`src/rtl/keypad_scan_encoder_if.sv`:
```
// rtl/keypad_scan_encoder_if.sv - keypad matrix pins and encoded key outputs
interface keypad_scan_encoder_if;
    logic [3:0] row;
    logic [3:0] col;
    logic [7:0] key_code;
    logic       pressed;

    modport master (input row, output col, output key_code, output pressed);
    modport slave  (output row, input col, input key_code, input pressed);
endinterface

```
`src/rtl/keypad_scan_encoder.sv`:
```
// rtl/keypad_scan_encoder.sv - 4x4 active-low keypad scanner, debouncer and key encoder
// Optional KEYPAD_GHOST_REJECT_EN: refuse presses that show more than one low row.
module keypad_scan_encoder #(
    parameter int SCAN_DIV     = 1000,
    parameter int DEBOUNCE_CNT = 20000
) (
    input  logic                   clk,
    input  logic                   rst,
    keypad_scan_encoder_if.master  kp
);
    localparam int DIV_W = $clog2(SCAN_DIV) + 1;
    localparam int DEB_W = $clog2(DEBOUNCE_CNT) + 1;
    localparam logic [DIV_W-1:0] DIV_LAST = DIV_W'(SCAN_DIV - 1);
    localparam logic [DEB_W-1:0] DEB_DONE = DEB_W'(DEBOUNCE_CNT);

    typedef enum logic [1:0] {SCAN, DEB_PRESS, HELD, DEB_REL} state_t;

    state_t           state;
    logic [3:0]       row_s1, row_s2;
    logic [DIV_W-1:0] div_cnt;
    logic [DEB_W-1:0] deb_cnt;
    logic [1:0]       col_idx;
    logic [3:0]       col_r;
    logic [3:0]       row_pat;
    logic [1:0]       row_idx;
    logic [7:0]       code_r;
    logic             pressed_r;

    function automatic logic [1:0] lowest_low(input logic [3:0] r);
        if (!r[0])      return 2'd0;
        else if (!r[1]) return 2'd1;
        else if (!r[2]) return 2'd2;
        else            return 2'd3;
    endfunction

    function automatic logic [7:0] key_lut(input logic [1:0] r, input logic [1:0] c);
        case ({r, c})
            4'b00_00: return 8'h01;
            4'b00_01: return 8'h02;
            4'b00_10: return 8'h03;
            4'b00_11: return 8'hF0;
            4'b01_00: return 8'h04;
            4'b01_01: return 8'h05;
            4'b01_10: return 8'h06;
            4'b01_11: return 8'hF1;
            4'b10_00: return 8'h07;
            4'b10_01: return 8'h08;
            4'b10_10: return 8'h09;
            4'b10_11: return 8'hF2;
            4'b11_00: return 8'hE1;
            4'b11_01: return 8'h00;
            4'b11_10: return 8'hE0;
            default:  return 8'hF3;
        endcase
    endfunction

    logic [3:0] low_rows;
    logic       any_low, multi_low, sample_hit, press_match;

    assign low_rows  = ~row_s2;
    assign any_low   = |low_rows;
    assign multi_low = |(low_rows & (low_rows - 4'd1));

`ifdef KEYPAD_GHOST_REJECT_EN
    assign sample_hit  = any_low && !multi_low;
    assign press_match = (row_s2 == row_pat) && !multi_low;
`else
    assign sample_hit  = any_low;
    assign press_match = (row_s2 == row_pat);
`endif

    always_ff @(posedge clk) begin
        if (rst) begin
            state     <= SCAN;
            row_s1    <= 4'hF;
            row_s2    <= 4'hF;
            div_cnt   <= '0;
            deb_cnt   <= '0;
            col_idx   <= 2'd0;
            col_r     <= 4'b1110;
            row_pat   <= 4'hF;
            row_idx   <= 2'd0;
            code_r    <= 8'hFF;
            pressed_r <= 1'b0;
        end else begin
            row_s1 <= kp.row;
            row_s2 <= row_s1;
            case (state)
                SCAN: begin
                    if (div_cnt == DIV_LAST) begin
                        div_cnt <= '0;
                        if (sample_hit) begin
                            row_pat <= row_s2;
                            row_idx <= lowest_low(row_s2);
                            deb_cnt <= '0;
                            state   <= DEB_PRESS;
                        end else begin
                            col_idx <= col_idx + 2'd1;
                            col_r   <= {col_r[2:0], col_r[3]};
                        end
                    end else begin
                        div_cnt <= div_cnt + DIV_W'(1);
                    end
                end
                DEB_PRESS: begin
                    if (!press_match) begin
                        deb_cnt <= '0;
                        col_idx <= col_idx + 2'd1;
                        col_r   <= {col_r[2:0], col_r[3]};
                        state   <= SCAN;
                    end else if (deb_cnt == DEB_DONE) begin
                        deb_cnt   <= '0;
                        code_r    <= key_lut(row_idx, col_idx);
                        pressed_r <= 1'b1;
                        state     <= HELD;
                    end else begin
                        deb_cnt <= deb_cnt + DEB_W'(1);
                    end
                end
                // Only the accepted row matters while held; other rows cannot disturb the key.
                HELD: begin
                    if (row_s2[row_idx]) begin
                        deb_cnt <= '0;
                        state   <= DEB_REL;
                    end
                end
                DEB_REL: begin
                    if (!row_s2[row_idx]) begin
                        deb_cnt <= '0;
                        state   <= HELD;
                    end else if (deb_cnt == DEB_DONE) begin
                        deb_cnt   <= '0;
                        pressed_r <= 1'b0;
                        code_r    <= 8'hFF;
                        col_idx   <= col_idx + 2'd1;
                        col_r     <= {col_r[2:0], col_r[3]};
                        state     <= SCAN;
                    end else begin
                        deb_cnt <= deb_cnt + DEB_W'(1);
                    end
                end
                default: state <= SCAN;
            endcase
        end
    end

    assign kp.col      = col_r;
    assign kp.key_code = code_r;
    assign kp.pressed  = pressed_r;
endmodule

```
`src/flat_wrapper.sv`:
```
// flat-port wrapper written by rule: the top's interface ports become plain ports
module keypad_scan_encoder_flat 
#(
    parameter int SCAN_DIV     = 1000,
    parameter int DEBOUNCE_CNT = 20000
)
  (clk, rst, kp_row, kp_col, kp_key_code, kp_pressed);
  keypad_scan_encoder_if kp_i ();
  input  logic clk;
  input  logic rst;
  input wire logic [$bits(kp_i.row)-1:0] kp_row;
  output wire logic [$bits(kp_i.col)-1:0] kp_col;
  output wire logic [$bits(kp_i.key_code)-1:0] kp_key_code;
  output wire logic [$bits(kp_i.pressed)-1:0] kp_pressed;
  assign kp_i.row = kp_row;
  assign kp_col = kp_i.col;
  assign kp_key_code = kp_i.key_code;
  assign kp_pressed = kp_i.pressed;
  keypad_scan_encoder #(.SCAN_DIV(SCAN_DIV), .DEBOUNCE_CNT(DEBOUNCE_CNT)) u_core (.clk(clk), .rst(rst), .kp(kp_i));
endmodule
```
`config.mk`:
```
export PLATFORM = sky130hd
export DESIGN_NAME = keypad_scan_encoder_flat
export DESIGN_NICKNAME = d
export VERILOG_FILES = /design/src/rtl/keypad_scan_encoder_if.sv /design/src/rtl/keypad_scan_encoder.sv /design/src/flat_wrapper.sv
export SDC_FILE = /design/constraint.sdc
export NUM_CORES = 1
export LEC_CHECK = 0
export BUFFER_PORTS_ARGS = -buffer_cell sky130_fd_sc_hd__buf_2
export CORE_MARGIN = 2
export CORE_UTILIZATION = 25
export CTS_CLUSTER_SIZE = 10
export DETAILED_ROUTE_END_ITERATION = 7
export GPL_TIMING_DRIVEN = 0
export HOLD_SLACK_MARGIN = 0.15
export PLACE_DENSITY_LB_ADDON = 0.2
export RECOVER_POWER = 100
export SLEW_MARGIN = 20
export SYNTH_ARGS = -nofsm -noshare
export SYNTH_HDL_FRONTEND = slang
export SYNTH_SLANG_ARGS = --single-unit
```
`constraint.sdc`:
```
create_clock -name clk -period 2.1 [get_ports clk]
set_clock_uncertainty 0.05 [all_clocks]
set_input_delay 0.42 -clock clk [delete_from_list [all_inputs] [get_ports clk]]
set_output_delay 0.42 -clock clk [all_outputs]
set_load 0.02 [all_outputs]
```
==> run_results.csv, run 1 <==
group,metric,value,unit
run_status,status,"finished, final reports clean",
cells_and_area,syn2layout_area_growth,18.0,%
sta,fin_hold_ws,0.229,ns
floorplanning,die_w,108,um
route,post_drt_wl_per_cell,13.0,um
clock_tree,cts_tree,"yes",
clock_tree,root_buffer,"clkbuf_8",
place,place_hpwl,4330,um
yosys,synthesis.area,0.00271,sq mm
yosys,synth-seq-area-share,41.3,%
grt,grt_pass1_wl,10500,um
route,vias_per_cell,4.69,
floorplanning,boundaryPins,19,
power_and_ir_drop,p_leak,1.13,nW
grt,grt-ovfl-total,0,
clock_tree,cts.clk_slew.worst_paths,0.11,ns
clock_tree,cts_num_sinks,56,
sta,final-max-slew-violation-count,0,
clock_tree,htreeDepth,2,
route,drtIter0Drc,62,
yosys,synth_top_flop_cell,"dfxtp_1",
floorplanning,floorplan.rows,38,
sta,timing.final.crit_share,96.4,%
sta,tightest_slew,0.545,ns
route,ant_nets,0,
grt,use_met1,16.2,%
grt,top_usage_layer,"met2",
sta,finalSetupViolations,0,
setup_path,critPathKind,"flop to flop",
yosys,synth_largest_area_cell,"dfxtp_1",
grt,globalRouteMet2Util,16.6,%
clock_tree,clock_path_buffers,2,
grt,grt_usage,11.1,%
setup_path,reg2regPathDepth,7,
place,io_buffer_count,18,
yosys,synthArstFlopShare,0,%
sta,rsz0062_at_grt,"no",
yosys,post-synth-top-count-cell,"dfxtp_1",
setup_path,cp.arrival,2.19,ns
route,drc,0,
sta,finalHoldViolCount,0,
route,drt-pass1-iter-count,4,
yosys,syn_nets,321,
cells_and_area,fin_nets,348,
sta,maxSlewHeadroom,63.7,%
grt,grt_pass1_vias,2097,
yosys,yosysUniqueCellTypes,50,
route,wl,6170,um
yosys,syn_inst,308,
grt,grt_max_degree,20,
yosys,synth.top_cell.area_share,41.3,%
sta,fin_crit,2.02,ns
sta,maxClockFrequency,0.494,GHz
setup_path,worstPathMaxFanout,6,
place,postPlaceCellArea,0.00298,sq mm
cells_and_area,stdcell_area,0.00320,sq mm
power_and_ir_drop,ir_drop,0.293,mV
floorplanning,die_y,108,um
clock_tree,cts-buffers-inserted,5,
setup_path,cp-start-kind,"flop",
yosys,synth_enable_flop_cells,0,
power_and_ir_drop,power.density,558,mW/mm^2
yosys,syn_avg_cell_area,8.81,sq um
yosys,ys_seq_elements,56,
floorplanning,die_area,0.0117,sq mm
yosys,synthTopCellsByCount,"56 x dfxtp_1, 44 x nor2_1, 24 x nand2_1",
min_path,worstHoldPathType,"input pin to flop",
cells_and_area,antenna_cells,0,
route,vias,2232,
yosys,synthTopCellsByArea,"dfxtp_1 41%, nor2_1 6.1%, mux2i_1 5.9%, xor2_1 3.9%, nand2_1 3.3%",
clock_tree,clock_latency,0.31,ns
min_path,hold_depth,2,
yosys,yosys_warnings,0,
grt,antenna_found_initial,0,
floorplanning,initial_core_util,25.4,%
clock_tree,hold_buffers,0,
grt,grt_use_met3,1.63,%
floorplanning,core,0.0107,sq mm
setup_path,crit_required,2.27,ns
cells_and_area,drive_gt1_share,18.2,%
place,globalplace.congestion,0.770,
setup_path,cp-end-kind,"flop",
flow_run,drv_cap,0,
==> cells by family (layout without fill, tap and decap cells) <==
logic type | after synthesis | count (layout) | synth area share (%)
and+or+nand+nor | 136 | 136 | 25.5
xor gates and xnor gates | 21 | 21 | 6.78
DFF | 56 | 56 | 41.3
AOI/OAI and AO/OA | 40 | 40 | 10.6
adders and majority gates | 7 | 7 | 3.23
buffers and inverters | 28 | 56 | 4.61
muxes | 20 | 20 | 7.98
==> layout make-up <==
cell class	count	area [sq um]
Inverter	10	37.5
Sequential cell	56	1140
Timing Repair Buffer	23	114
Multi-Input combinational cell	224	1560
Clock buffer	5	68.8
Clock inverter	3	26.3
Fill cell	1166	7490
Buffer	15	85.1
Tap cell	140	175
==> worst max-delay path, cell delays in order, from the launching register on <==
cell and delay [ns]:
dfxtp_2 0.37, and4_1 0.23, o41a_1 0.47, buf_6 0.15, buf_4 0.16, a211o_1 0.30, xor2_1 0.14, nor2_1 0.05
==> flip-flops by register name (all words and copies together), names as in the netlist <==
name	count
u_core.row_s2	4
u_core.kp.pressed	1
u_core.div_cnt	11
u_core.row_pat	4
u_core.kp.col	4
u_core.deb_cnt	16
u_core.state	2
u_core.row_idx	2
u_core.row_s1	4
u_core.kp.key_code	6
u_core.col_idx	2
==> cell usage in the layout, fill, tap and decap left out, types with 5 or more instances in the layout <==
cell and n:
dfxtp_2 7, inv_1 10, a21oi_1 8, ha_1 6, nand3_1 15, xor2_1 12
clkbuf_8 5, nand2_1 23, nor3_1 5, clkbuf_1 22, xnor2_1 9, nor2_1 44
o21ai_0 5, a31oi_1 5, buf_4 6, mux2i_1 16, dfxtp_1 47, nand4_1 12
buf_2 6, or2_2 8
==> what timing repair did <==
action / in CTS / in global routing
endpoints found under the setup margin: 34 / 23
resized for setup: 16 / 21
buffers inserted: 4 / 1
pin swaps: 1 / 3
==> metal layers <==
layer | wire length [um] | share of wire, %
met5 | 0 | 0
met4 | 93 | 1.5
met3 | 164 | 2.7
met2 | 2750 | 45
met1 | 3170 | 51
==> metrics by stage <==
| step | power [W] | worst slack, ns | util [%] | std cells | TNS, ns |
|---|---|---|---|---|---|
| 5_1_grt | 0.00188 | 0.00183 | 29.9 | 476 | 0 |
| 2_1_floorplan | 0.00115 | 0.0558 | - | 308 | 0 |
| 4_1_cts | 0.00182 | 0.00212 | 29.4 | 477 | 0 |
| 3_5_place_dp | 0.00118 | -0.218 | 27.8 | 466 | -3.43 |
| 6_report | 0.00179 | 0.0761 | 29.9 | 476 | 0 |
| 3_3_place_gp | 0.00118 | -0.220 | 27.8 | 466 | -3.83 |
==> worst paths after layout <==
path | from | slack (ns) | end
setup reg to reg | u_core.row_s2[2]$_SDFF_PP1_ | 0.08 | u_core.deb_cnt[7]$_SDFFE_PP0P_
hold / removal | kp_row[2] | 0.23 | u_core.row_s1[2]$_SDFF_PP1_
setup / recovery | u_core.row_s2[2]$_SDFF_PP1_ | 0.08 | u_core.deb_cnt[7]$_SDFFE_PP0P_
hold reg to reg | u_core.row_s1[0]$_SDFF_PP1_ | 0.37 | u_core.row_s2[0]$_SDFF_PP1_
==> power by group <==
| part | switching, W | leakage, nW | total [W] | internal (W) |
|---|---|---|---|---|
| clock | 0.000378 | 0.0491 | 0.000625 | 0.000247 |
| sequential | 0.0000124 | 0.455 | 0.00109 | 0.00107 |
| combinational | 0.0000437 | 0.624 | 0.0000761 | 0.0000323 |
(Power assumes the default switching activity.)
==> inputs of run 2 (changes only) <==
--- a/config.mk
+++ b/config.mk
@@ -6,14 +6,18 @@
 export NUM_CORES = 1
 export LEC_CHECK = 0
 export BUFFER_PORTS_ARGS = -buffer_cell sky130_fd_sc_hd__buf_2
+export CELL_PAD_IN_SITES_DETAIL_PLACEMENT = 1
+export CELL_PAD_IN_SITES_GLOBAL_PLACEMENT = 1
 export CORE_MARGIN = 2
 export CORE_UTILIZATION = 25
+export CTS_BUF_LIST = sky130_fd_sc_hd__clkbuf_8 sky130_fd_sc_hd__clkbuf_16
 export CTS_CLUSTER_SIZE = 10
 export DETAILED_ROUTE_END_ITERATION = 7
 export GPL_TIMING_DRIVEN = 0
 export HOLD_SLACK_MARGIN = 0.15
 export PLACE_DENSITY_LB_ADDON = 0.2
 export RECOVER_POWER = 100
+export SETUP_SLACK_MARGIN = 0.5
 export SLEW_MARGIN = 20
 export SYNTH_ARGS = -nofsm -noshare
 export SYNTH_HDL_FRONTEND = slang
==> run_results.csv, run 2 (synthesis gave the netlist of run 1 again) <==
group,metric,value,unit
run_status,status,"finished, final reports clean",
sta,finalSetupViolations,0,
clock_tree,cts_tree,"yes",
cells_and_area,largest_reg_flops,16,
place,io_buffer_count,18,
route,ant_nets,0,
route,vias_per_cell,4.76,
sta,tightest_slew,0.600,ns
sta,timing.final.crit_share,95.3,%
setup_path,reg2regPathDepth,6,
cells_and_area,antenna_cells,0,
sta,maxClockFrequency,0.500,GHz
grt,grt_use_met3,2.35,%
clock_tree,clock_latency,0.32,ns
floorplanning,initial_core_util,25.4,%
cells_and_area,fin_nets,387,
sta,fin_crit,2.00,ns
setup_path,path_cells,"mux4_2 -> and2_4 -> a22o_4 -> a22oi_2 -> clkbuf_4 -> a21oi_2",
route,post_drt_wl_per_cell,14.7,um
grt,top_usage_layer,"met2",
grt,antenna_found_initial,0,
route,drc,0,
route,drtIter0Drc,75,
setup_path,cp-end-kind,"flop",
floorplanning,die_w,108,um
sta,maxSlewHeadroom,60.0,%
grt,use_met1,17.1,%
clock_tree,cts.clk_slew.worst_paths,0.11,ns
cells_and_area,multi_input_area,0.00178,sq mm
setup_path,max_stage_delay,0.54,ns
grt,grt_pass1_vias,2451,
grt,grt_pass1_wl,12400,um
floorplanning,die_area,0.0117,sq mm
place,pre_cts_slack,-0.190,ns
floorplanning,core,0.0107,sq mm
setup_path,crit_slowest_cell,"mux4_2",
clock_tree,root_buffer,"clkbuf_8",
clock_tree,clock_path_buffers,2,
place,place_hpwl,4970,um
floorplanning,boundaryPins,19,
cells_and_area,syn2layout_area_growth,40.2,%
cells_and_area,drive_gt1_share,35.2,%
floorplanning,floorplan.rows,38,
cells_and_area,layout_common_cells,"41 x dfxtp_1, 40 x nor2_1, 27 x buf_4",
min_path,min_to,"u_core.row_s1[0]$_SDFF_PP1_",
setup_path,reg2reg_to,"u_core.deb_cnt[14]$_SDFFE_PP0P_",
setup_path,critPathKind,"flop to flop",
cells_and_area,fillCellCount,1252,
place,globalplace.congestion,0.734,
grt,grt_max_degree,20,
min_path,hold_depth,2,
route,vias,2452,
grt,globalRouteMet2Util,23.1,%
grt,grt-ovfl-total,0,
cells_and_area,seqCellArea,0.00115,sq mm
power_and_ir_drop,p_leak,1.39,nW
cells_and_area,regMostFlops,"u_core.deb_cnt",
min_path,min_from,"kp_row[0]",
grt,grt_usage,13.4,%
clock_tree,cts_num_sinks,56,
route,wl,7580,um
setup_path,r2r_slack,0.1,ns
clock_tree,htreeDepth,2,
cells_and_area,final_common_cell,"dfxtp_1",
flow_run,drv_cap,0,
setup_path,worstPathMaxFanout,4,
sta,final-max-slew-violation-count,0,
route,drt-pass1-iter-count,4,
power_and_ir_drop,ir_drop,0.385,mV
floorplanning,die_y,108,um
sta,fin_ws,0.0984,ns
sta,rsz0062_at_grt,"yes",
sta,finalHoldViolCount,0,
sta,setup_tns,0,ns
setup_path,cp.arrival,2.17,ns
power_and_ir_drop,power.density,481,mW/mm^2
clock_tree,cts-buffers-inserted,5,
setup_path,crit_required,2.26,ns
setup_path,cp-start-kind,"flop",
min_path,worstHoldPathType,"input pin to flop",
setup_path,timing.rr.start,"u_core.row_idx[0]$_SDFFE_PP0P_",
## run 2: final cells by class
class / instances / share of cell area (%)
multi-input cells: 224 / 46.8
flip-flops and latches: 56 / 30.2
repair buffers: 59 / 10.9
well taps: 140 / 4.60
plain buffers: 18 / 4.01
clock buffers: 5 / 1.81
inverters: 10 / 0.987
clock inverters: 3 / 0.691
## run 2: worst max-delay path: cells and delay by family, from the launching register on
family,cells,cell delay [ns]
muxes,1,0.54
buffers and inverters,1,0.21
AOI/OAI and AO/OA,3,0.55
and+or+nand+nor,1,0.17
DFF,1,0.38
## run 2: layer usage
metal	up-vias	part of all wire, %	wire [um]
met5	-	0	0
met4	0	1.1	85
met3	6	1.5	114
met2	15	50	3790
met1	1216	47	3580
li1	1215	-	-
## run 2: worst max path at each step
stage,end,slack (ns),start
after floorplan,u_core.deb_cnt[9]$_SDFFE_PP0P_,0.19,u_core.div_cnt[3]$_SDFFE_PP0P_
after global placement,u_core.deb_cnt[1]$_SDFFE_PP0P_,-0.19,u_core.div_cnt[6]$_SDFFE_PP0P_
after detailed placement,u_core.deb_cnt[12]$_SDFFE_PP0P_,-0.19,u_core.div_cnt[6]$_SDFFE_PP0P_
after CTS,u_core.deb_cnt[12]$_SDFFE_PP0P_,0.09,u_core.row_s2[2]$_SDFF_PP1_
after global routing,u_core.deb_cnt[14]$_SDFFE_PP0P_,0.03,u_core.row_idx[0]$_SDFFE_PP0P_
final,u_core.deb_cnt[14]$_SDFFE_PP0P_,0.1,u_core.row_idx[0]$_SDFFE_PP0P_
## run 2: report_power, final
| group | switching (W) | internal (W) | total [W] |
|---|---|---|---|
| clock | 0.000401 | 0.000247 | 0.000648 |
| combinational | 0.0000523 | 0.0000423 | 0.0000946 |
| sequential | 0.0000133 | 0.00107 | 0.00109 |
| total | 0.000466 | 0.00136 | 0.00183 |
## run 2: timing repair
action,CTS,global route
endpoints found under the setup margin,48,48
gates cloned,2,0
hold buffers,0,0
gates resized for setup,62,42
setup buffers,19,20
pin swaps,16,25
## run 2: per-stage QoR
step | cell area, sq um | hold WS [ns] | power (W) | util, % | std cells
final | 3800 | 0.218 | 0.00183 | 35.6 | 515
after global routing | 3800 | 0.205 | 0.00191 | 35.6 | 515
after CTS | 3590 | 0.208 | 0.00185 | 33.5 | 495
after detailed placement | 3050 | 0.347 | 0.00119 | 28.5 | 466
after global placement | 3050 | 0.342 | 0.00118 | 28.5 | 466
after floorplan | 2790 | 0.339 | 0.00116 | - | 308
==> inputs of run 3 (changes only) <==
--- a/config.mk
+++ b/config.mk
@@ -9,7 +9,7 @@
 export CELL_PAD_IN_SITES_DETAIL_PLACEMENT = 1
 export CELL_PAD_IN_SITES_GLOBAL_PLACEMENT = 1
 export CORE_MARGIN = 2
-export CORE_UTILIZATION = 25
+export CORE_UTILIZATION = 49
 export CTS_BUF_LIST = sky130_fd_sc_hd__clkbuf_8 sky130_fd_sc_hd__clkbuf_16
 export CTS_CLUSTER_SIZE = 10
 export DETAILED_ROUTE_END_ITERATION = 7
==> constraint.sdc (replaced) <==
create_clock -name clk -period 2.5 [get_ports clk]
set_clock_uncertainty 0.05 [all_clocks]
set_input_delay 0.5 -clock clk [delete_from_list [all_inputs] [get_ports clk]]
set_output_delay 0.5 -clock clk [all_outputs]
set_load 0.02 [all_outputs]
==> run_results.csv, run 3 (synthesis gave the netlist of run 1 again) <==
group,metric,value,unit
clock_tree,cts-buffers-inserted,5,
floorplanning,core,0.00544,sq mm
grt,grt_pass1_wl,11900,um
power_and_ir_drop,ir_drop,0.313,mV
cells_and_area,fin_nets,363,
sta,finalSetupViolations,0,
grt,grt_pass1_vias,2402,
floorplanning,boundaryPins,19,
clock_tree,cts_tree,"yes",
place,globalplace.congestion,0.833,
clock_tree,clock_path_buffers,2,
power_and_ir_drop,internal_power,0.00125,W
clock_tree,clock_latency,0.33,ns
setup_path,crit_slowest_cell,"nor4bb_1",
floorplanning,floorplan.rows,27,
grt,grt_max_degree,20,
clock_tree,cts_num_sinks,56,
place,place_hpwl,4270,um
floorplanning,initial_core_util,49.9,%
cells_and_area,regMostFlops,"u_core.deb_cnt",
sta,rsz0062_at_grt,"yes",
setup_path,worstPathMaxFanout,6,
floorplanning,die_area,0.00615,sq mm
sta,maxSlewHeadroom,63.5,%
setup_path,crit_required,2.68,ns
power_and_ir_drop,p_leak,1.22,nW
grt,grt_usage,24.6,%
route,drc,0,
grt,antenna_found_initial,0,
sta,timing.final.crit_share,89.5,%
sta,maxClockFrequency,0.447,GHz
floorplanning,die_w,78.4,um
setup_path,cp-start-kind,"flop",
clock_tree,hold_buffers,0,
power_and_ir_drop,p_switching,0.000392,W
power_and_ir_drop,power.density,491,mW/mm^2
power_and_ir_drop,p_total,0.00164,W
setup_path,critPathKind,"flop to flop",
setup_path,cp-end-kind,"flop",
clock_tree,cts.clk_slew.worst_paths,0.11,ns
sta,final-max-slew-violation-count,0,
sta,finalHoldViolCount,0,
cells_and_area,layout_common_cells,"44 x nor2_1, 44 x dfxtp_1, 23 x clkbuf_1, 23 x nand2_1, 17 x buf_4",
setup_path,max_stage_delay,0.38,ns
cells_and_area,syn2layout_area_growth,22.9,%
run_status,status,"finished, final reports clean",
sta,tightest_slew,0.548,ns
cells_and_area,fillCellCount,644,
cells_and_area,largest_reg_flops,16,
power_and_ir_drop,power_frac_seq,55.7,%
route,wl,7390,um
setup_path,cp.arrival,2.42,ns
clock_tree,htreeDepth,2,
cells_and_area,drive_gt1_share,22.2,%
floorplanning,die_y,78.4,um
route,drt-pass1-iter-count,4,
setup_path,critPathLaunch,"u_core.deb_cnt[0]$_SDFFE_PP0P_",
sta,fin_crit,2.24,ns
setup_path,path_common_cell,"buf_4",
setup_path,path_cells,"inv_1 -> ha_1 -> nor4bb_1 -> and4_1 -> buf_4 -> nand4_1 -> o211a_1 -> buf_4 -> mux2_2",
min_path,worstHoldPathType,"input pin to flop",
setup_path,timing.rr.start,"u_core.deb_cnt[0]$_SDFFE_PP0P_",
power_and_ir_drop,clkPwrFrac,39.4,%
power_and_ir_drop,switching_share,23.9,%
route,vias_per_cell,5.57,
flow_run,drv_cap,0,
route,vias,2357,
min_path,min_from,"kp_row[1]",
route,post_drt_wl_per_cell,17.5,um
cells_and_area,antenna_cells,0,
place,io_buffer_count,18,
route,ant_nets,0,
clock_tree,root_buffer,"clkbuf_8",
grt,grt-ovfl-total,0,
power_and_ir_drop,combPwrFrac,4.9,%
route,drtIter0Drc,140,
sta,setup_tns,0,ns
[run 3: cell count changes in the layout (fill, tap and decap cells not counted), moves of 3 or more]
cell      delta
a211oi_1     +5
a211oi_2     -5
dfxtp_4      -3
nor2_2       -3
nor2_1       +4
buf_4       -10
nand3_1      +5
dfxtp_1      +3
nand3_2      -5
clkbuf_4     -3
buf_6        -7
[run 3: worst max-delay path, delay by kind of cell, from the launching register on]
kind            cells  cell delay (ns)
flops               1             0.35
simple gates        3             0.76
buf+inv             3             0.42
compound gates      1             0.16
mux                 1             0.26
fa+ha+maj           1             0.15
[run 3: metrics by stage]
stage,worst slack (ns),hold WS [ns],area (sq um),utilization [%],std cells
floorplan,0.515,0.339,2720,-,308
global placement,0.195,0.341,2900,53.2,398
detailed placement,0.168,0.347,2900,53.2,398
CTS,0.480,0.298,3280,60.3,419
global route,0.157,0.279,3340,61.3,423
finish,0.263,0.296,3340,61.3,423
[run 3: power groups by stage]
stage	Clock (W)	Sequential, W	Combinational [W]
6_report	0.000646	0.000913	0.0000802
5_1_grt	0.000695	0.000915	0.0000877
4_1_cts	0.000649	0.000912	0.0000724
3_5_place_dp	0	0.000933	0.0000575
3_3_place_gp	0	0.000932	0.0000562
2_1_floorplan	0	0.000930	0.0000398
[run 3: final cells by class]
class / count / area [sq um] / share of cell area (%)
plain buffers: 18 / 128 / 3.83
well taps: 72 / 90.1 / 2.70
clock inverters: 3 / 50.0 / 1.50
multi-input cells: 224 / 1610 / 48.2
flip-flops and latches: 56 / 1140 / 34.1
inverters: 10 / 37.5 / 1.13
clock buffers: 5 / 68.8 / 2.06
repair buffers: 35 / 216 / 6.49
[run 3: repair_timing]
item / 4_1_cts / 5_1_grt
endpoints found under the setup margin: 41 / 33
setup buffers: 12 / 4
cloned: 1 / 0
pin swaps: 5 / 14
resized for setup: 41 / 18
[run 3: worst paths after layout]
path | endpoint | slack [ns] | cells past startpoint
max | u_core.col_idx[0]$_SDFFE_PP0P_ | 0.26 | 9
min | u_core.row_s1[1]$_SDFF_PP1_ | 0.30 | 2
max reg2reg | u_core.col_idx[0]$_SDFFE_PP0P_ | 0.26 | 9
min reg2reg | u_core.row_s2[3]$_SDFF_PP1_ | 0.37 | 1
[run 3: layer usage]
| layer | routed length (um) | track usage [%] | part of all wire, % | vias up |
|---|---|---|---|---|
| li1 | - | - | - | 1165 |
| met1 | 3400 | 30.5 | 46 | 1130 |
| met2 | 3640 | 43.4 | 49 | 50 |
| met3 | 240 | 4.37 | 3.2 | 12 |
| met4 | 117 | 7.72 | 1.6 | 0 |
| met5 | 0 | 0 | 0 | - |
